$ cat src/rtl/bus_txn_pkg.sv
// bus_txn_pkg: shared transaction constants and responder FSM states, also used by the watchdog.
package bus_txn_pkg;
    localparam int WDOG_LIMIT = 5;
    typedef enum logic {IDLE, SERVE} resp_state_t;
endpackage

$ cat src/rtl/bus_txn_id_fifo.sv
// bus_txn_id_fifo: in-order ID FIFO.
//   clk, reset (sync, active high); push/din write; pop reads the head shown on dout;
//   count/full/empty report occupancy. A push into a full FIFO or a pop from an empty one is ignored.
module bus_txn_id_fifo #(
    parameter int QUEUE_DEPTH = 4,
    parameter int ID_W        = 4
) (
    input  logic                         clk,
    input  logic                         reset,
    input  logic                         push,
    input  logic                         pop,
    input  logic [ID_W-1:0]              din,
    output logic [ID_W-1:0]              dout,
    output logic [$clog2(QUEUE_DEPTH):0] count,
    output logic                         full,
    output logic                         empty
);
    localparam int AW = $clog2(QUEUE_DEPTH);
    logic [ID_W-1:0] mem_q [QUEUE_DEPTH];
    logic [AW-1:0]   wr_ptr_q, wr_ptr_d, rd_ptr_q, rd_ptr_d;
    logic [AW:0]     count_q, count_d;
    logic            do_push, do_pop;
    assign full    = count_q == (AW+1)'(QUEUE_DEPTH);
    assign empty   = count_q == '0;
    assign count   = count_q;
    assign dout    = mem_q[rd_ptr_q];
    assign do_push = push && !full;
    assign do_pop  = pop && !empty;
    // Pointers are exactly log2(depth) bits wide, so they wrap modulo the depth for free.
    always_comb begin
        wr_ptr_d = do_push ? wr_ptr_q + 1'b1 : wr_ptr_q;
        rd_ptr_d = do_pop ? rd_ptr_q + 1'b1 : rd_ptr_q;
        count_d  = count_q + {{AW{1'b0}}, do_push} - {{AW{1'b0}}, do_pop};
    end
    always_ff @(posedge clk) begin
        if (reset) begin
            wr_ptr_q <= '0;
            rd_ptr_q <= '0;
            count_q  <= '0;
        end else begin
            wr_ptr_q <= wr_ptr_d;
            rd_ptr_q <= rd_ptr_d;
            count_q  <= count_d;
        end
    end
    always_ff @(posedge clk) begin
        if (do_push && !reset) mem_q[wr_ptr_q] <= din;
    end
endmodule

$ cat src/rtl/bus_txn_responder.sv
// bus_txn_responder: queues request IDs and completes each one after a configurable latency.
//   clk, reset (sync, active high); start_transaction/start_id request in; latency_cfg sampled at pop;
//   complete_transaction/complete_id one-cycle completion; busy, queue_full, pending_count status;
//   drop_error pulses when a request arrives at a full queue.
//   Optional macro BUS_TXN_RESP_LATENCY_CLAMP_EN clamps latency to WDOG_LIMIT-2.
module bus_txn_responder
    import bus_txn_pkg::*;
#(
    parameter int QUEUE_DEPTH = 4,
    parameter int ID_W        = 4
) (
    input  logic                         clk,
    input  logic                         reset,
    input  logic                         start_transaction,
    input  logic [ID_W-1:0]              start_id,
    input  logic [2:0]                   latency_cfg,
    output logic                         complete_transaction,
    output logic [ID_W-1:0]              complete_id,
    output logic                         busy,
    output logic                         queue_full,
    output logic [$clog2(QUEUE_DEPTH):0] pending_count,
    output logic                         drop_error
);
    logic                         push, pop, full, empty;
    logic [ID_W-1:0]              head_id;
    logic [$clog2(QUEUE_DEPTH):0] count;
    resp_state_t                  state_q, state_d;
    logic [2:0]                   cnt_q, cnt_d, eff_lat;
    logic [ID_W-1:0]              cur_id_q, cur_id_d, complete_id_q, complete_id_d;
    logic                         complete_q, complete_d, drop_q, drop_d;
    // Full is judged on the count before the edge, so a same-edge pop cannot rescue a request.
    assign push = start_transaction && !full && !reset;
    assign pop  = state_q == IDLE && !empty;
    bus_txn_id_fifo #(.QUEUE_DEPTH(QUEUE_DEPTH), .ID_W(ID_W)) u_fifo (
        .clk(clk), .reset(reset), .push(push), .pop(pop), .din(start_id),
        .dout(head_id), .count(count), .full(full), .empty(empty)
    );
    always_comb begin
`ifdef BUS_TXN_RESP_LATENCY_CLAMP_EN
        eff_lat = latency_cfg > 3'(WDOG_LIMIT - 2) ? 3'(WDOG_LIMIT - 2) : latency_cfg;
`else
        eff_lat = latency_cfg;
`endif
    end
    always_comb begin
        state_d       = state_q;
        cnt_d         = cnt_q;
        cur_id_d      = cur_id_q;
        complete_d    = 1'b0;
        complete_id_d = complete_id_q;
        drop_d        = start_transaction && full;
        if (state_q == IDLE) begin
            if (!empty) begin
                state_d  = SERVE;
                cnt_d    = eff_lat;
                cur_id_d = head_id;
            end
        end else if (cnt_q != 3'd0) begin
            cnt_d = cnt_q - 1'b1;
        end else begin
            state_d       = IDLE;
            complete_d    = 1'b1;
            complete_id_d = cur_id_q;
        end
    end
    always_ff @(posedge clk) begin
        if (reset) begin
            state_q       <= IDLE;
            cnt_q         <= '0;
            cur_id_q      <= '0;
            complete_q    <= 1'b0;
            complete_id_q <= '0;
            drop_q        <= 1'b0;
        end else begin
            state_q       <= state_d;
            cnt_q         <= cnt_d;
            cur_id_q      <= cur_id_d;
            complete_q    <= complete_d;
            complete_id_q <= complete_id_d;
            drop_q        <= drop_d;
        end
    end
    assign complete_transaction = complete_q;
    assign complete_id          = complete_id_q;
    assign drop_error           = drop_q;
    assign busy                 = state_q == SERVE || !empty;
    assign queue_full           = full;
    assign pending_count        = count;
endmodule

$ cat config.mk
export PLATFORM = sky130hd
export DESIGN_NAME = bus_txn_responder
export DESIGN_NICKNAME = d
export VERILOG_FILES = /design/src/rtl/bus_txn_pkg.sv /design/src/rtl/bus_txn_id_fifo.sv /design/src/rtl/bus_txn_responder.sv
export SDC_FILE = /design/constraint.sdc
export NUM_CORES = 1
export LEC_CHECK = 0
export CORE_MARGIN = 3
export CORE_UTILIZATION = 35
export CTS_BUF_LIST = sky130_fd_sc_hd__clkbuf_8
export CTS_CLUSTER_SIZE = 12
export DETAILED_ROUTE_END_ITERATION = 6
export PLACE_DENSITY = 0.65
export SKIP_CTS_REPAIR_TIMING = 1
export SLEW_MARGIN = 20
export SYNTH_ARGS = -nofsm -noshare
export SYNTH_HDL_FRONTEND = slang
export SYNTH_SLANG_ARGS = --single-unit
$ cat constraint.sdc
create_clock -name clk -period 1.97 [get_ports clk]
set_input_delay 0.394 -clock clk [delete_from_list [all_inputs] [get_ports clk]]
set_output_delay 0.394 -clock clk [all_outputs]
set_load 0.1 [all_outputs]
==> impl_metrics.json <==
{
  "tightest_slew_ns": 0.476,
  "yosysWarnings": 0,
  "synthArstFlopShare_pct": 0,
  "die_area_mm2": 0.00537,
  "finalCritPeriodShare_pct": 98.3,
  "wl_met2_um": 1360,
  "synth_cells": 130,
  "drv_cap": 0,
  "dp_hpwl_um": 2040,
  "io_pins": 21,
  "timing.fmax_mhz": 516,
  "route.vias.total": 1053,
  "netlist_area_mm2": 0.00158,
  "clk_latency_ns": 0.28,
  "pre_cts_ws_ns": -0.223,
  "cts_tree": "done",
  "leakage_nw": 0.818,
  "timing.final.ws_setup_ns": 0.0337,
  "initial_core_util_pct": 38.0,
  "path_class": "reg2out",
  "grt-ovfl-total": 0,
  "grt_max_degree": 24,
  "worst_ep_arrival_time_ns": 1.54,
  "ys_types": 35,
  "yosys_most_used_dff": "dfxtp_1",
  "crit_fanout": 6,
  "dr.pass1.iters": 4,
  "drt_iter0_drc": 35,
  "syn_nets": 149,
  "peakVddDrop_v": 0.000562,
  "grt_use_total_pct": 11.4,
  "fin_nets": 180,
  "antenna_found_initial": 0,
  "die_h_um": 73.3,
  "p_per_area_mw_per_mm2": 1610,
  "area_growth_pct": 30.6,
  "die_w_um": 73.3,
  "setup_viol": 0,
  "synthMuxAreaShare_pct": 9.79,
  "yosysTopAreaCell": "edfxtp_1",
  "port_buffers": 20,
  "synth_most_common_cell": "dfxtp_1",
  "fin_tns_setup_ns": 0,
  "start_kind": "flop",
  "synthTopCellsByArea": "edfxtp_1 30%, dfxtp_1 27%, ha_1 6.3%",
  "status": "finished, final reports clean",
  "finalMaxSlewViolations": 0,
  "ys_ff_latch": 37,
  "clock_skew_ns": 0.00425,
  "cts-root-buf": "clkbuf_8",
  "cts.sink_count": 37,
  "wirelength_um": 2770,
  "synth_top_family_by_area": "simple AND/OR/NAND/NOR gates",
  "cp.required_ns": 1.58,
  "met3WireLength_um": 132,
  "synth_edf_count": 16,
  "wire_per_inst_um": 13.1,
  "synth_common_cells": "21 x dfxtp_1, 16 x edfxtp_1, 10 x inv_1, 10 x nor2_1",
  "avgSynthCellArea_um2": 12.2,
  "fillers": 362,
  "vias_per_cell": 4.97,
  "synth_simple_gate_area_share_pct": 11.8,
  "grt_pass1_wl_um": 4770,
  "hold_viol": 0,
  "wl_met1_um": 1250,
  "path_clk_slew_ns": 0.07,
  "synth_xor_area_share_pct": 1.66,
  "cts_buffers": 5,
  "design.core.area_mm2": 0.00417,
  "grt_pass1_vias": 1036,
  "cp-end-kind": "output pin",
  "fin_util_pct": 49.6,
  "synthAdderAreaFrac_pct": 7.58,
  "slew_headroom_pct": 68.2,
  "drtAntennaViolNets": 0,
  "remaining_drc_errors": 0,
  "clockBufferDepth": 2,
  "hold_class": "reg2reg",
  "drive_gt1_share_pct": 29.0,
  "ys_seq_area_share_pct": 56.9,
  "h-tree-depth": 2,
  "synth-compound-area-share_pct": 8.29,
  "grt_setup_unrepaired": "true",
  "synth_top_area_share_pct": 30.3,
  "gp_congestion": 0.743,
  "antenna_cells": 0,
  "min_period_ns": 1.94,
  "top_layer_used": "met4",
  "rows": 23
}
-- logic make-up (layout without fill, tap and decap cells) --
| kind of cell | after synthesis | in the layout |
|---|---|---|
| mux | 10 | 10 |
| compound gates | 21 | 21 |
| xor+xnor | 3 | 3 |
| flops | 37 | 37 |
| fa+ha+maj | 9 | 9 |
| simple gates | 34 | 34 |
| buf+inv | 16 | 48 |
-- worst max-delay path, cell delays in order (launching register included) --
cell and delay (ns):
dfxtp_2 0.34, buf_4 0.17, or4_4 0.57, buf_12 0.19
-- power by group --
group	switching, W	internal, W
Combinational	0.000953	0.000676
Clock	0.000258	0.000372
Sequential	0.000117	0.000954
-- flip-flops by register name, indices dropped and copies added, names as in the netlist --
register	cells
u_fifo.mem_q	16
drop_error	1
state_q	1
cur_id_q	4
complete_transaction	1
u_fifo.wr_ptr_q	2
u_fifo.rd_ptr_q	2
complete_id	4
cnt_q	3
u_fifo.count	3
-- final cells by class --
class / count / area [um^2] / share of cell area (%)
inverters: 10 / 37.5 / 1.81
clock buffers: 5 / 68.8 / 3.33
well taps: 50 / 62.6 / 3.02
multi-input cells: 77 / 666 / 32.2
repair buffers: 30 / 285 / 13.8
flip-flops and latches: 37 / 907 / 43.9
clock inverters: 3 / 41.3 / 2.00
-- metrics by stage --
step / power [W] / instances / instance area, um^2 / hold WS [ns]
5_1_grt: 0.00355 / 212 / 2070 / 0.520
3_5_place_dp: 0.00266 / 204 / 1940 / 0.475
6_report: 0.00333 / 212 / 2070 / 0.484
4_1_cts: 0.00331 / 212 / 2050 / 0.487
3_3_place_gp: 0.00260 / 204 / 1940 / 0.474
2_1_floorplan: 0.00220 / 130 / 1610 / 0.453
-- final timing paths --
kind / startpoint / to / slack (ns) / cells after the start
worst max-delay path: u_fifo.count[1] / busy / 0.03 / 3
worst min register to register: cur_id_q[0] / complete_id[0] / 0.48 / 2
worst min-delay path: cur_id_q[0] / complete_id[0] / 0.48 / 2
worst max register to register: u_fifo.count[1] / u_fifo.count[2] / 0.09 / 9
-- cell usage in the layout (no fill, tap or decap), drive strengths merged, types with 3 or more instances in the layout --
cell,instances
a21oi,9
and2,4
buf,21
clkbuf,5
clkdlybuf4s50,9
dfxtp,21
edfxtp,16
ha,8
inv,10
mux2i,5
mux4,4
nand2b,3
nand3,4
nor2,11
nor2b,3
o21ai,6
or3,3
-- per-layer routing --
layer | vias to the layer above | GRT usage [%]
met2 | 20 | 18.7
met1 | 507 | 14.5
met4 | 0 | 3.07
met5 | - | 0
li1 | 522 | -
met3 | 4 | 3.69
Note: power is estimated with default switching activity, not from simulation.
